--- config.mk ---
export PLATFORM = sky130hd
export DESIGN_NAME = gcd_unit_flat
export DESIGN_NICKNAME = d
export VERILOG_FILES = /design/src/rtl/gcd_pkg.sv /design/src/rtl/gcd_if.sv /design/src/rtl/gcd_step.sv /design/src/rtl/gcd_unit.sv /design/src/flat_wrapper.sv
export SDC_FILE = /design/constraint.sdc
export NUM_CORES = 1
export LEC_CHECK = 0
export ABC_AREA = 0
export CORE_AREA = 3 3 40 42
export DETAILED_ROUTE_END_ITERATION = 10
export DIE_AREA = 0 0 43 45
export PLACE_DENSITY = 0.65
export SYNTH_ARGS = -nofsm -noshare
export SYNTH_HDL_FRONTEND = slang
export SYNTH_SLANG_ARGS = --single-unit
--- constraint.sdc ---
create_clock -name clock -period 2.3 [get_ports clock]
set_input_delay 0.575 -clock clock [delete_from_list [all_inputs] [get_ports clock]]
set_output_delay 0.575 -clock clock [all_outputs]
set_load 0.005 [all_outputs]
--- src/rtl/gcd_pkg.sv ---
// Shared GCD types: FSM state encoding and default operand width.
package gcd_pkg;

    localparam int GCD_W = 2;

    typedef enum logic [1:0] {
        IDLE = 2'd0,
        BUSY = 2'd1,
        DONE = 2'd2
    } gcd_state_t;

endpackage

--- src/rtl/gcd_if.sv ---
// Operand load / result bus between a requester (master) and gcd_unit (slave).
interface gcd_if
    import gcd_pkg::*;
#(
    parameter int W = GCD_W
);

    logic [W-1:0] io_value1;
    logic [W-1:0] io_value2;
    logic         io_loadingValues;
    logic [W-1:0] io_outputGCD;
    logic         io_outputValid;

    modport master (
        output io_value1,
        output io_value2,
        output io_loadingValues,
        input  io_outputGCD,
        input  io_outputValid
    );

    modport slave (
        input  io_value1,
        input  io_value2,
        input  io_loadingValues,
        output io_outputGCD,
        output io_outputValid
    );

endinterface

--- src/rtl/gcd_step.sv ---
// One subtractive-Euclid step: swap when x is zero, otherwise subtract smaller from larger.
// Purely combinational; y_zero flags that x already holds the result.
module gcd_step
    import gcd_pkg::*;
#(
    parameter int W = GCD_W
) (
    input  logic [W-1:0] x,
    input  logic [W-1:0] y,
    output logic [W-1:0] next_x,
    output logic [W-1:0] next_y,
    output logic         y_zero
);

    always_comb begin
        y_zero = (y == '0);
        next_x = x;
        next_y = y;
        if (y_zero) begin
            next_x = x;
        end else if (x == '0) begin
            next_x = y;
            next_y = '0;
        end else if (x > y) begin
            next_x = x - y;
        end else begin
            next_y = y - x;
        end
    end

endmodule

--- src/rtl/gcd_unit.sv ---
// Iterative GCD: operands captured on a load strobe, result registered with a valid flag.
// Latency is data dependent (BUSY steps + 1 edges); a new load always preempts the current job.
module gcd_unit
    import gcd_pkg::*;
#(
    parameter int W = GCD_W
) (
    input logic   clock,
    input logic   reset,
    gcd_if.slave  bus
);

    gcd_state_t   state;
    gcd_state_t   state_n;
    logic [W-1:0] x;
    logic [W-1:0] x_n;
    logic [W-1:0] y;
    logic [W-1:0] y_n;
    logic [W-1:0] gcd_q;
    logic [W-1:0] gcd_n;
    logic         valid_q;
    logic         valid_n;

    logic [W-1:0] step_x;
    logic [W-1:0] step_y;
    logic         y_zero;

    gcd_step #(.W(W)) u_step (
        .x      (x),
        .y      (y),
        .next_x (step_x),
        .next_y (step_y),
        .y_zero (y_zero)
    );

    always_comb begin
        state_n = state;
        x_n     = x;
        y_n     = y;
        gcd_n   = gcd_q;
        valid_n = valid_q;
        if (bus.io_loadingValues) begin
            x_n     = bus.io_value1;
            y_n     = bus.io_value2;
            state_n = BUSY;
            valid_n = 1'b0;
        end else begin
            case (state)
                BUSY: begin
                    if (y_zero) begin
                        state_n = DONE;
                        gcd_n   = x;
                        valid_n = 1'b1;
                    end else begin
                        x_n = step_x;
                        y_n = step_y;
                    end
                end
                default: begin
                    state_n = state;
                end
            endcase
        end
    end

    // Reset is sampled first so it wins over a simultaneous load.
    always_ff @(posedge clock) begin
        if (!reset) begin
            state   <= IDLE;
            x       <= '0;
            y       <= '0;
            gcd_q   <= '0;
            valid_q <= 1'b0;
        end else begin
            state   <= state_n;
            x       <= x_n;
            y       <= y_n;
            gcd_q   <= gcd_n;
            valid_q <= valid_n;
        end
    end

    assign bus.io_outputGCD   = gcd_q;
    assign bus.io_outputValid = valid_q;

endmodule

--- src/flat_wrapper.sv ---
// flat-port wrapper written by rule: the top's interface ports become plain ports
module gcd_unit_flat import gcd_pkg::*;
#(
    parameter int W = GCD_W
)
  (clock, reset, bus_io_value1, bus_io_value2, bus_io_loadingValues, bus_io_outputGCD, bus_io_outputValid);
  gcd_if #(.W(W)) bus_i ();
  input logic clock;
  input logic reset;
  input wire logic [$bits(bus_i.io_value1)-1:0] bus_io_value1;
  input wire logic [$bits(bus_i.io_value2)-1:0] bus_io_value2;
  input wire logic [$bits(bus_i.io_loadingValues)-1:0] bus_io_loadingValues;
  output wire logic [$bits(bus_i.io_outputGCD)-1:0] bus_io_outputGCD;
  output wire logic [$bits(bus_i.io_outputValid)-1:0] bus_io_outputValid;
  assign bus_i.io_value1 = bus_io_value1;
  assign bus_i.io_value2 = bus_io_value2;
  assign bus_i.io_loadingValues = bus_io_loadingValues;
  assign bus_io_outputGCD = bus_i.io_outputGCD;
  assign bus_io_outputValid = bus_i.io_outputValid;
  gcd_unit #(.W(W)) u_core (.clock(clock), .reset(reset), .bus(bus_i));
endmodule
Yosys cells after proc, flatten, opt, wreduce, memory -nomap -nowiden. Cells that the tools add are included.

$add $sub $neg: 2. $lt $le $gt $ge: 1. Equal/unequal tests: 3. Muxes and demuxes: 13. Bitwise operators: 2. Reduce and logical (&&, ||, !) cells: 11.

Operators with widths (count): 2-bit 2-to-1 mux (10); 3-bit AND reduction (3); 2-bit zero test (2); 2-bit AND reduction (2); 2-bit nonzero test (2); 2-bit subtractor (2); 1-bit 2-to-1 mux (3); 3-bit inequality test (second input constant) (1); 3-bit nonzero test (1); 2-bit by 1-bit == test with 1-bit output (second input constant) (1); 2-bit greater-than comparator (1); 2-bit inequality test (second input constant) (1); 1-bit NOT (2); 2-bit OR reduction (1).

Flip-flop bits (word level): 8. Output and inout bits: 3. Logic and storage cells: 37.

Longest topological paths before layout.
Depth after elaboration: 6. Depth in mapped cells: 8.

Modules after synthesis. Synthesis repeated with hierarchy kept, for this count alone.

Cell total of the unflattened synthesis: 59. Area, all modules: 560.5 µm².

By module, submodules not included: gcd_unit (instances 1, cells an instance 32, area each 355.3 µm², seq. area each 160.2 µm²); gcd_step (instances 1, cells an instance 27, area each 205.2 µm², seq. area each 0.0 µm²).

Worst setup path before layout. Ideal clock, no wire load.

Path kind: register -> register. Start: register u_core.x[0]. End: register u_core.x[0]. Setup time: 70 ps. Arrival: 1695 ps. Data required time: 2230 ps. Slack: 535 ps. Cell stages (with the launch flop): 9. Path buffers: 0. Period minus slack after synthesis: 1765 ps. Cell sequence: dfxtp_1 inv_1 ha_1 inv_1 fa_1 a21bo_1 nor3b_4 or3_1 a21oi_1.

Longest elaborated chain between the ends: 6.

RTL lines: from (decl) (RTL line gcd_unit.sv:15) `logic [W-1:0] x;`; from (signal assigned) (RTL line gcd_unit.sv:76) `x <= x_n;`; 2-bit subtractor (RTL line gcd_step.sv:25) `next_x = x - y;`; 2-bit 2-to-1 mux (RTL line gcd_step.sv:24) `end else if (x > y) begin`; 2-bit 2-to-1 mux (RTL line gcd_step.sv:21) `end else if (x == '0) begin`; 2-bit 2-to-1 mux (RTL line gcd_unit.sv:50) `if (y_zero) begin`; 2-bit 2-to-1 mux (RTL line gcd_unit.sv:48) `case (state)`; 2-bit 2-to-1 mux (RTL line gcd_unit.sv:42) `if (bus.io_loadingValues) begin`.

Parallel ways exist; a longest one is shown, timed or not. The select of a mux whose other input is x is not followed. A chain may end at the register's enable or synchronous reset.

Final worst setup path. Ends and elaborated chain as after synthesis.

==> impl_results.md <==
* Slew HR at 77.0%
* CTS Buf Count at 3
* Number of max-cap violations at 0
* DRC viols at 0
* CTS Sinks at 8
* CP arrival at 2080 ps
* Total Wirelength at 1.03 mm
* FP Rows at 13
* Post-synth top cells: 8 x dfxtp_1, 7 x inv_1, 6 x nor2_1, 4 x o21ai_0
* Minimum clock period at 1900 ps
* Setup CP Type: register to register
* Worst reg2reg path depth at 8
* Critical Path Source Type: register
* Post-layout util at 51.1%
* Reg-to-Reg End: u_core.x[0]$_SDFFE_PN0P_
* Ys async rst share at 0%
* Crit. End Element: register
* Nets at 83
* Synth area leader: dfxtp_1
* Via density per instance at 5.42
* RR Startpoint: u_core.x[0]$_SDFFE_PN0P_
* Ys Warns at 0
* Setup_tns at 0 ps
* Initial Utilization at 41.2%
* DRT Pass-1 Iters at 4
* Vias in the first global route at 426
* Post-DRT Antenna Nets at 0
* Synth top area cells: dfxtp_1 30%, ha_1 7.1%, inv_1 5.0%
* DIE HEIGHT at 45 um
* Total grt overflow at 0
* Leak pwr at 0.257 nW
* Hold Startpoint: u_core.bus.io_outputGCD[1]$_SDFFE_PN0P_
* Sequential element share of the synthesized area at 30.3%
* Post-synth top area share at 30.3%
* Layout Skew at 4.46 ps
* Ratio of cells with drive above 1 in the final layout at 14.3%
* Ant diodes at 0
* Clk_lat worst skew at 250 ps
* RSZ-0062 raised after global routing: no
* Cells after Synth at 58
* CP cell instances: inv_1 -> ha_1 -> inv_1 -> fa_1 -> a21bo_1 -> nor3b_4 -> or3_1 -> a21oi_1
* Hold buffers post-CTS at 0
* Most frequent cell after synthesis: dfxtp_1
* Largest net degree at the start of global routing at 14
* CP required at 2480 ps
* Post-synth EDFFs at 0
* Max Freq at 0.526 GHz
* Status: complete, no violations
* Slew @ Worst Pin at 344 ps
* Final Hold Fails at 0
* Yosys cell types at 29
* CTS clk-pin slew, worst paths at 50 ps
* Top Layer Used: met3
* Crit Path Max Fanout at 5
* Met3 routed WL at 72 um
* Synthesized area at 529 um2
* PostCTS Resize Cnt at 0
* Final Slew Violations at 0
* Hold worst-path end: u_core.bus.io_outputGCD[1]$_SDFFE_PN0P_
* Hold-critical path depth at 2
* CTS tree: built
* Finish-stage setup viols at 0
* Wire length per cell at 12.1 um
* Mean post-synth cell area at 9.13 um2
* Worst hold slack at 489 ps
* Reg2Reg Setup Slack at 400 ps
* First-pass GRT wire length at 1.85 mm
* Port Buffer Count at 9
* Syn Nets at 69
* Root buffer cell: clkbuf_4
* Die area at 1940 um2
* Critical-path cell with the highest stage delay: dfxtp_1
* Most frequent CP cell: inv_1
* Routability Congestion at 0.751
* Die X at 43 um
* Max Buffers Root-to-Sink at 2
* Maximum VDD drop at 409 uV
* Pwr Density at 596 nW/um2
* Synth-to-layout area growth at 24.1%
* Crit share post-route at 82.6%
* Max incr delay on CP at 400 ps
* Met2 routed WL at 443 um
* Via count at 461
* GRT Total Usage at 12.5%
* DR iter-0 viols at 2
* Antenna violations before repair at 0
* Placeable core region at 1280 um2
* H-tree Lvls at 1
* Post-synth top flop: dfxtp_1
* DP HPWL at 797 um
* Io pins at 10
* Metal-1 WL at 511 um
* Synth Register Bits at 8
* Post-CTS Setup Inserts at 0
* Hold crit path type: register to register
## registers in the layout, summed over array words and instances, names as in the netlist
| register | flops |
|---|---|
| u_core.bus.io_outputGCD | 2 |
| u_core.bus.io_outputValid | 1 |
| u_core.state | 1 |
| u_core.x | 2 |
| u_core.y | 2 |
## stage by stage
step / worst slack (ps) / std cells / cell area (um2) / total power, W
2_1_floorplan: 535 / 58 / 529 / 0.000256
3_3_place_gp: 395 / 82 / 634 / 0.000289
3_5_place_dp: 406 / 82 / 634 / 0.000291
4_1_cts: 391 / 85 / 657 / 0.000397
5_1_grt: 244 / 85 / 657 / 0.000423
6_report: 399 / 85 / 657 / 0.000392
## worst max-delay path, delay by kind of cell (launching register included)
family                   cells  cell delay (ps)
AND/OR/NAND/NOR              2              520
flip-flops                   1              400
adder cells (fa/ha/maj)      2              400
AO/OA/AOI/OAI                2              380
buffers and inverters        2              140
## layer usage
metal	vias up	global-route usage, %
met5	-	0
met4	0	1.81
met3	0	5.98
met2	9	18.6
met1	215	17.0
li1	237	-
## logic make-up after synthesis
group | Yosys count | share of synthesized area [%]
AOI/OAI and AO/OA | 18 | 27.0
muxes | 2 | 3.78
DFF | 8 | 30.3
adders and majority gates | 4 | 10.9
buffers and inverters | 8 | 7.09
and+or+nand+nor | 18 | 21.0
## where the power goes
part	leakage (nW)	switching [W]	internal [W]
combinational	0.177	0.0000637	0.0000626
sequential	0.0656	0.0000122	0.000150
clock	0.0138	0.0000440	0.0000595
total	0.257	0.000120	0.000272
## cell usage in the layout, fill, tap and decap left out, drive strengths merged
cell,count
a21bo,1
a21oi,4
a221oi,1
a311oi,1
a31o,1
a31oi,1
and2b,1
and3,1
buf,1
clkbuf,3
clkdlybuf4s50,9
dfxtp,8
fa,1
ha,3
inv,7
mux2i,2
nand2,1
nor2,7
nor3,3
nor3b,2
o211ai,2
o21ai,4
o311a,1
o31ai,1
o41ai,1
or2,1
or2b,1
or3,1
## worst max-delay path by stage
| stage | startpoint | to | slack, ps | cells past startpoint |
|---|---|---|---|---|
| 2_1_floorplan | u_core.x[0]$_SDFFE_PN0P_ | u_core.x[0]$_SDFFE_PN0P_ | 530 | 8 |
| 3_3_place_gp | bus_io_loadingValues | u_core.bus.io_outputGCD[0]$_SDFFE_PN0P_ | 390 | 6 |
| 3_5_place_dp | bus_io_loadingValues | u_core.bus.io_outputGCD[1]$_SDFFE_PN0P_ | 410 | 6 |
| 4_1_cts | u_core.x[0]$_SDFFE_PN0P_ | u_core.x[0]$_SDFFE_PN0P_ | 390 | 8 |
| 5_1_grt | u_core.x[0]$_SDFFE_PN0P_ | u_core.x[0]$_SDFFE_PN0P_ | 240 | 8 |
| 6_report | u_core.x[0]$_SDFFE_PN0P_ | u_core.x[0]$_SDFFE_PN0P_ | 400 | 8 |
## cell type report
class | instances | area [um2]
tap | 15 | 18.8
fill | 131 | 628
clock buffer | 3 | 22.5
inverter | 7 | 26.3
multi-input combinational | 42 | 332
timing repair buffer | 10 | 97.6
sequential | 8 | 160
Note: power is estimated with default switching activity, not from simulation.
